<file path="src/rtl/alu_arb_ctrl.sv">
// Two-port arbiter/sequencer that time-shares one 8-bit ALU between two requesters.
// A three-state FSM grants, executes and reports one operation every three cycles.

module alu_arb_ctrl_alu (
    input  logic [2:0] i_op,
    input  logic [7:0] i_a,
    input  logic [7:0] i_b,
    output logic [7:0] o_result,
    output logic       o_cout,
    output logic       o_ovf
);

    localparam logic [2:0] OP_ADD = 3'b000;
    localparam logic [2:0] OP_SUB = 3'b001;
    localparam logic [2:0] OP_AND = 3'b010;
    localparam logic [2:0] OP_OR  = 3'b011;
    localparam logic [2:0] OP_XOR = 3'b100;
    localparam logic [2:0] OP_NOT = 3'b101;
    localparam logic [2:0] OP_SHL = 3'b110;
    localparam logic [2:0] OP_SHR = 3'b111;

    logic [8:0] w_sum;

    always_comb begin
        w_sum    = 9'd0;
        o_result = 8'h00;
        o_cout   = 1'b0;
        o_ovf    = 1'b0;
        case (i_op)
            OP_ADD: begin
                w_sum    = {1'b0, i_a} + {1'b0, i_b};
                o_result = w_sum[7:0];
                o_cout   = w_sum[8];
                o_ovf    = (i_a[7] == i_b[7]) && (w_sum[7] != i_a[7]);
            end
            OP_SUB: begin
                // Two's-complement subtract: carry out high means no borrow.
                w_sum    = {1'b0, i_a} + {1'b0, ~i_b} + 9'd1;
                o_result = w_sum[7:0];
                o_cout   = w_sum[8];
                o_ovf    = (i_a[7] != i_b[7]) && (w_sum[7] != i_a[7]);
            end
            OP_AND: o_result = i_a & i_b;
            OP_OR:  o_result = i_a | i_b;
            OP_XOR: o_result = i_a ^ i_b;
            OP_NOT: o_result = ~i_a;
            OP_SHL: begin
                o_result = {i_a[6:0], 1'b0};
                o_cout   = i_a[7];
            end
            OP_SHR: begin
                o_result = {1'b0, i_a[7:1]};
                o_cout   = i_a[0];
            end
            default: o_result = 8'h00;
        endcase
    end

endmodule

module alu_arb_ctrl #(
    parameter bit RR_ENABLE = 1'b1
) (
    input  logic       clk,
    input  logic       rst_n,
    input  logic       req0,
    input  logic       req1,
    input  logic [2:0] op0,
    input  logic [2:0] op1,
    input  logic [7:0] A0,
    input  logic [7:0] B0,
    input  logic [7:0] A1,
    input  logic [7:0] B1,
    output logic       gnt0,
    output logic       gnt1,
    output logic       busy,
    output logic       done,
    output logic       done_id,
    output logic [7:0] result,
    output logic       Cout,
    output logic       O,
    output logic       Z
);

    localparam logic [1:0] ST_IDLE = 2'd0;
    localparam logic [1:0] ST_EXEC = 2'd1;
    localparam logic [1:0] ST_DONE = 2'd2;

    logic [1:0] r_state;
    logic       r_last_id;
    logic       r_id;
    logic [2:0] r_op;
    logic [7:0] r_a;
    logic [7:0] r_b;
    logic       r_gnt0;
    logic       r_gnt1;
    logic       r_busy;
    logic       r_done;
    logic       r_done_id;
    logic [7:0] r_result;
    logic       r_cout;
    logic       r_ovf;
    logic       r_zero;

    logic       w_any_req;
    logic       w_win_id;
    logic [2:0] w_win_op;
    logic [7:0] w_win_a;
    logic [7:0] w_win_b;
    logic [7:0] w_alu_result;
    logic       w_alu_cout;
    logic       w_alu_ovf;

    assign w_any_req = req0 | req1;

    // On a tie, round-robin favours the port that was not served last.
    always_comb begin
        w_win_id = 1'b0;
        if (req0 && req1) begin
            w_win_id = RR_ENABLE ? ~r_last_id : 1'b0;
        end else begin
            w_win_id = req1;
        end
    end

    assign w_win_op = w_win_id ? op1 : op0;
    assign w_win_a  = w_win_id ? A1  : A0;
    assign w_win_b  = w_win_id ? B1  : B0;

    alu_arb_ctrl_alu u_alu (
        .i_op     (r_op),
        .i_a      (r_a),
        .i_b      (r_b),
        .o_result (w_alu_result),
        .o_cout   (w_alu_cout),
        .o_ovf    (w_alu_ovf)
    );

    always_ff @(posedge clk) begin
        if (!rst_n) begin
            r_state   <= ST_IDLE;
            r_last_id <= 1'b1;
            r_id      <= 1'b0;
            r_op      <= 3'd0;
            r_a       <= 8'h00;
            r_b       <= 8'h00;
            r_gnt0    <= 1'b0;
            r_gnt1    <= 1'b0;
            r_busy    <= 1'b0;
            r_done    <= 1'b0;
            r_done_id <= 1'b0;
            r_result  <= 8'h00;
            r_cout    <= 1'b0;
            r_ovf     <= 1'b0;
            r_zero    <= 1'b0;
        end else begin
            case (r_state)
                ST_IDLE: begin
                    r_done <= 1'b0;
                    if (w_any_req) begin
                        r_state   <= ST_EXEC;
                        r_id      <= w_win_id;
                        r_last_id <= w_win_id;
                        r_op      <= w_win_op;
                        r_a       <= w_win_a;
                        r_b       <= w_win_b;
                        r_gnt0    <= ~w_win_id;
                        r_gnt1    <= w_win_id;
                        r_busy    <= 1'b1;
                    end else begin
                        r_gnt0 <= 1'b0;
                        r_gnt1 <= 1'b0;
                    end
                end
                ST_EXEC: begin
                    r_state   <= ST_DONE;
                    r_gnt0    <= 1'b0;
                    r_gnt1    <= 1'b0;
                    r_done    <= 1'b1;
                    r_done_id <= r_id;
                    r_result  <= w_alu_result;
                    r_cout    <= w_alu_cout;
                    r_ovf     <= w_alu_ovf;
                    r_zero    <= (w_alu_result == 8'h00);
                end
                ST_DONE: begin
                    // Result, flags and done_id stay put until the next completion.
                    r_state <= ST_IDLE;
                    r_done  <= 1'b0;
                    r_busy  <= 1'b0;
                end
                default: begin
                    r_state <= ST_IDLE;
                    r_gnt0  <= 1'b0;
                    r_gnt1  <= 1'b0;
                    r_done  <= 1'b0;
                    r_busy  <= 1'b0;
                end
            endcase
        end
    end

    assign gnt0    = r_gnt0;
    assign gnt1    = r_gnt1;
    assign busy    = r_busy;
    assign done    = r_done;
    assign done_id = r_done_id;
    assign result  = r_result;
    assign Cout    = r_cout;
    assign O       = r_ovf;
    assign Z       = r_zero;

endmodule

</file>
<file path="config.mk">
export PLATFORM = sky130hd
export DESIGN_NAME = alu_arb_ctrl
export DESIGN_NICKNAME = d
export VERILOG_FILES = /design/src/rtl/alu_arb_ctrl.sv
export SDC_FILE = /design/constraint.sdc
export NUM_CORES = 1
export LEC_CHECK = 0
export CORE_ASPECT_RATIO = 2
export CORE_MARGIN = 4
export CORE_UTILIZATION = 53
export DETAILED_ROUTE_END_ITERATION = 8
export PLACE_DENSITY = 0.81
export SYNTH_ARGS = -nofsm -noshare
export SYNTH_HDL_FRONTEND = slang
export SYNTH_SLANG_ARGS = --single-unit
export TNS_END_PERCENT = 10
</file>
<file path="constraint.sdc">
create_clock -name clk -period 2.9 [get_ports clk]
set_clock_uncertainty 0.15 [all_clocks]
set_input_delay 0.29 -clock clk [delete_from_list [all_inputs] [get_ports clk]]
set_output_delay 0.29 -clock clk [all_outputs]
set_load 0.1 [all_outputs]
</file>
---- After elaboration in Yosys (flattened, before gate mapping) ----
Cells that the tools add are included.
cells by class
  equality and inequality tests ........... 14
  bitwise gates (word level) .............. 9
  add/subtract/negate cells ............... 3
  reduce and logical (&&, ||, !) cells .... 8
  multiplexer cells ....................... 16
operators with widths
  operator                                        number
  one-hot mux 8 bit (8 select lines)              1
  adder 8 x 8 -> 9 bit                            2
  two-way mux 8 bit                               2
  inverter 8 bit                                  2
  == test 3 bit (second input constant)           4
  adder 9 x 1 -> 9 bit (second input constant)    1
  AND 8 bit                                       1
  zero test 8 bit                                 1
  OR 8 bit                                        1
  one-hot mux 1 bit (2 select lines)              4
  bitwise XOR 8 bit                               1
  == test 3 x 2 -> 1 bit (second input constant)  2
  two-way mux 1 bit                               5
  one-hot mux 1 bit (4 select lines)              1
  one-hot mux 2 bit (2 select lines)              1
  AND reduction 2 bit                             2
  == test 3 x 1 -> 1 bit (second input constant)  1
  logical AND 1 bit                               3
  zero test 3 bit                                 1
  two-way mux 3 bit                               1
  != test 1 bit                                   3
  inverter 1 bit                                  3
  == test 2 x 1 -> 1 bit (second input constant)  1
  == test 2 bit (second input constant)           1
  other kinds (5)                                 5
word-level totals
  register bits after elaboration ......... 39
  output and inout port bits .............. 16
  logic and storage cells ................. 65
  input bits .............................. 42

---- Depth between registers and ports, before layout ----
  word-level depth ........................ 6
  depth in mapped cells ................... 9
  gate-level depth less buffers ........... 9

---- Cells and area by module ----
A second synthesis with hierarchy kept.
unflattened totals
  cells, all modules ...................... 396
  area total of the unflattened synthesis .. 2985.4 sq um
by module, submodules not included
  module            cells each  area an instance (sq um)  sequential area each (sq um)  instances
  alu_arb_ctrl      197         1631.6                    780.7                         1
  alu_arb_ctrl_alu  199         1353.8                    0.0                           1

---- Worst setup path after synthesis ----
No wires, ideal clock.
  path type ............................... register -> register
  start ................................... register r_a[0]
  end ..................................... register r_zero, in the netlist Z
  buffers on the path ..................... 0
  library setup time ...................... 0.116 ns
  clock period less this slack ............ 2.333 ns
  data required time ...................... 2.634 ns
  cell stages (with the launch flop) ...... 10
  arrival ................................. 2.067 ns
  setup slack ............................. 0.567 ns
  path through ............................ dfxtp_1 inv_1 ha_1 fa_1 mux2_2 o32a_1 a32o_1 nand3_1 nor4_1 a41o_1
on the way
  longest elaborated chain between the ends .. 4
  elaborated cells between the ends (all ways) .. 9
  those cells by class .................... 3 x add/sub; 1 x mux; 4 x bitwise; 1 x reduce/logical
RTL lines
  item                                  RTL line  text
  start, declared                       93        logic [7:0] r_a;
  start signal, assigned                165       r_a <= w_win_a;
  adder 8 x 8 -> 9 bit                  38        w_sum = {1'b0, i_a} + {1'b0, ~i_b} + 9'd1;
  adder 9 x 1 -> 9 bit                  38
  one-hot mux 8 bit (8 select lines) *  29        case (i_op)
  zero test 8 bit *                     184       r_zero <= (w_alu_result == 8'h00);
  end signal, assigned                  184
  end, declared                         103       logic r_zero;
Every way passes the cells marked *; elsewhere a longest branch is shown, timed or not.
A chain may end at the register's enable or synchronous reset.

---- Worst setup path after layout ----
  start ................................... register r_a[1]
  end ..................................... register r_result[5], in the netlist result[5]
on the way
  longest elaborated chain between the ends .. 3
  elaborated cells between the ends (all ways) .. 4
  those cells by class .................... 3 x add/sub; 1 x mux
RTL lines
  item                                  RTL line  text
  adder 8 x 8 -> 9 bit                  38
  adder 9 x 1 -> 9 bit                  38
  one-hot mux 8 bit (8 select lines) *  29
  end signal, assigned                  181       r_result <= w_alu_result;
  end, declared                         100       logic [7:0] r_result;
Marked as above.

==> out/results.txt <==
IO buf count -> 57
first-pass GRT wire length -> 13.5 mm
area share of the largest cell type after synthesis -> 0.258
most common cell after layout, fill and taps aside -> nor2_1
DR iter-0 viols -> 151
Antenna Cells -> 0
TritonCTS Sinks -> 39
CTS clk-pin slew, worst paths -> 0.08 ns
dominant cells by area after synthesis -> dfxtp_1 (26%), ha_1 (9.9%), mux2i_1 (8.0%), a211oi_1 (5.7%), nor2_1 (5.3%)
mapped cell area -> 3020 sq um
Top Family by Delay on Critical Path -> compound AO/OA/AOI/OAI gates
cell row count -> 38
final WL -> 8.34 mm
Startpoint Class -> flip-flop
CP max stage cell -> dfxtp_1
DP Worst Slack -> 0.256 ns
P_leak -> 1.51 nW
CTS tree -> built
ys async rst share -> 0
Vias -> 3027
Max Slew Vio Count -> 0
fillers -> 480
Synth Area in Simple Gates -> 0.174
commonest non-fill, non-tap cells in the layout -> nor2_1 (43), clkdlybuf4s50_1 (41), dfxtp_1 (39), buf_4 (32), inv_1 (26)
CP peak stage delay -> 0.44 ns
die height -> 115 um
worst path required time -> 2.91 ns
worst min-delay path category -> reg -> reg
count of different cell masters after synthesis -> 62
RSZ-0062 raised after global routing -> false
CTS H-Tree Depth -> 2
Placed Instances -> 484
drt first pass iters -> 4
multiplexer area fraction after synthesis -> 0.0907
Final period util -> 0.902
Logic pwr share -> 0.462
top cell type by total area after synthesis -> dfxtp_1
Max-Cap Viols -> 0
PD cells -> 553 nW/um^2
Multi-input gate area -> 2030 sq um
Worst slew margin -> 0.513
Mapped Cells -> 375
# IOs -> 58
worst hold slack -> 0.306 ns
outcome -> finished, final reports clean
DRC Markers -> 0
mean instance size in the synthesized netlist -> 8.05 sq um
dpl cell area -> 3630 sq um
Met3 Routed Length -> 455 um
clk buf depth -> 2
vias per inst -> 6.15
post-route minimum period -> 2.62 ns
Util after Layout -> 0.686
Hold Vio Cnt, Final -> 0
number of antenna violations at the first check in global routing -> 0
layout cells sized above 1 -> 0.120
# nets final -> 499
main combinational cell family by area after synthesis -> compound AO/OA/AOI/OAI gates
Worst-Margin Slew -> 0.730 ns
antenna-violating nets left -> 0
largest net degree at the start of global routing -> 39
met2 wire len -> 4.36 mm
adder-cell area share of the yosys netlist -> 0.113
WL/cell -> 16.9 um
final setup violation count -> 0
Area growth syn-to-layout -> 24.2%
post-route setup slack -> 0.284 ns
root buf cell -> clkbuf_8
sequential-to-total area share from yosys stat -> 0.258
Non-Filler Instances -> 492
Psw -> 0.850 mW
xor-xnor portion of the synthesized cell area -> 0.0145
syn_nets -> 443
crit path kind -> reg -> reg
worst-path fanout max -> 7
Top FF cell, synth -> dfxtp_1
Crit path buffers/inverters -> 2
gpl congestion -> 1.05
global route total overflow -> 0
total power -> 2.08 mW
Final Cell Area -> 3750 sq um
compound-gate portion of the synthesized area -> 0.278
initial core utilization -> 0.552
core area -> 5470 sq um
Pint -> 1.23 mW
synth warn -> 0
max layer used -> met4
Register Area -> 781 sq um
Worst-Skew Late Latency -> 0.30 ns
Max Freq -> 382 MHz
die width -> 61.4 um
TNS Setup -> 0 ns
DRT met1 WL -> 2.91 mm
Tot GR Track Use -> 0.255
number of global-route vias before repair -> 2955
cells along the critical path -> inv_1, ha_1, nor2_1, o311a_1, o21ai_0, o31ai_1, a211oi_1, buf_4, a211oi_2
EDFF count, synth -> 0
clock power share -> 0.222
post-CTS setup buffers -> 0
maximum vdd drop -> 0.471 mV
CP Capture Type -> flip-flop
post-synthesis register bit count -> 39
Num CTS Buffers -> 5
Die ar. -> 7040 sq um
crit path DAT -> 2.63 ns
Seq pwr share -> 0.317
detailed-placement wirelength estimate -> 6.58 mm
Switching Fraction -> 0.409
[worst reg2reg max path, delay by kind of cell (launching register included)]
kind,cells,cell delay (ns)
buffers and inverters,2,0.34
adder cells (fa/ha/maj),1,0.42
AND/OR/NAND/NOR,1,0.08
AO/OA/AOI/OAI,5,1.06
flip-flops,1,0.44
[cell families after synthesis]
kind of cell,after synthesis
AOI/OAI and AO/OA,119
xor gates and xnor gates,5
adders and majority gates,26
buffers and inverters,51
DFF,39
muxes,26
and+or+nand+nor,109
[metal layers]
layer	track usage	vias to the layer above
met1	0.271	1411
met5	0	-
li1	-	1464
met3	0.0315	37
met4	0.174	0
met2	0.441	115
[Yosys cell counts, types with 2 or more instances]
| cell type | count |
|---|---|
| o21ai_0 | 19 |
| fa_1 | 2 |
| a21oi_1 | 24 |
| buf_4 | 3 |
| a21boi_1 | 2 |
| clkbuf_1 | 8 |
| o22a_1 | 2 |
| nand2_1 | 21 |
| nor2b_1 | 6 |
| o22ai_1 | 2 |
| a32oi_1 | 3 |
| o21a_1 | 5 |
| and3_1 | 2 |
| o211ai_1 | 5 |
| xnor2_1 | 3 |
| buf_2 | 11 |
| nand3_1 | 4 |
| xor2_1 | 2 |
| o221ai_1 | 2 |
| o21bai_1 | 3 |
| buf_1 | 2 |
| ha_1 | 24 |
| dfxtp_1 | 39 |
| mux2i_1 | 24 |
| nor2_1 | 43 |
| o21ai_1 | 3 |
| a211oi_2 | 2 |
| a211oi_1 | 23 |
| o211a_1 | 2 |
| a2111oi_0 | 2 |
| nor3_1 | 8 |
| o31ai_1 | 4 |
| nand2b_1 | 11 |
| inv_1 | 26 |
| nor3b_1 | 5 |
| o311ai_0 | 2 |
[state kept, by name, summed over array words and instances (netlist names)]
signal     cells
r_b            8
gnt1           1
r_a            8
r_op           3
Z              1
r_state        2
busy           1
r_last_id      1
r_id           1
result         8
O              1
Cout           1
gnt0           1
done_id        1
done           1
[final timing paths]
kind | startpoint | end | slack, ns | cells after the start
setup / recovery | r_a[1] | result[5] | 0.28 | 9
hold / removal | result[6] | result[6] | 0.31 | 2
setup reg to reg | r_a[1] | result[5] | 0.28 | 9
hold reg to reg | result[6] | result[6] | 0.31 | 2
[timing repair]
action	CTS	global route
setup endpoints to repair	0	2
hold endpoints to repair	0	0
hold buffers	0	0
resized for setup	0	1
[power by group through the flow]
stage          registers (mW)  logic [mW]  clock network (mW)
4_1_cts                 0.655       0.947               0.466
5_1_grt                 0.665        1.04               0.487
3_5_place_dp            0.668       0.941                   0
2_1_floorplan           0.771       0.566                   0
3_3_place_gp            0.663       0.924                   0
6_report                0.657       0.959               0.460
[area by class of cell]
| class | instances | area share |
|---|---|---|
| inverters | 27 | 0.0270 |
| flip-flops and latches | 39 | 0.208 |
| clock inverters | 3 | 0.0117 |
| well taps | 60 | 0.0200 |
| clock buffers | 5 | 0.0183 |
| multi-input cells | 285 | 0.542 |
| repair buffers | 73 | 0.173 |
(Power assumes the default switching activity.)
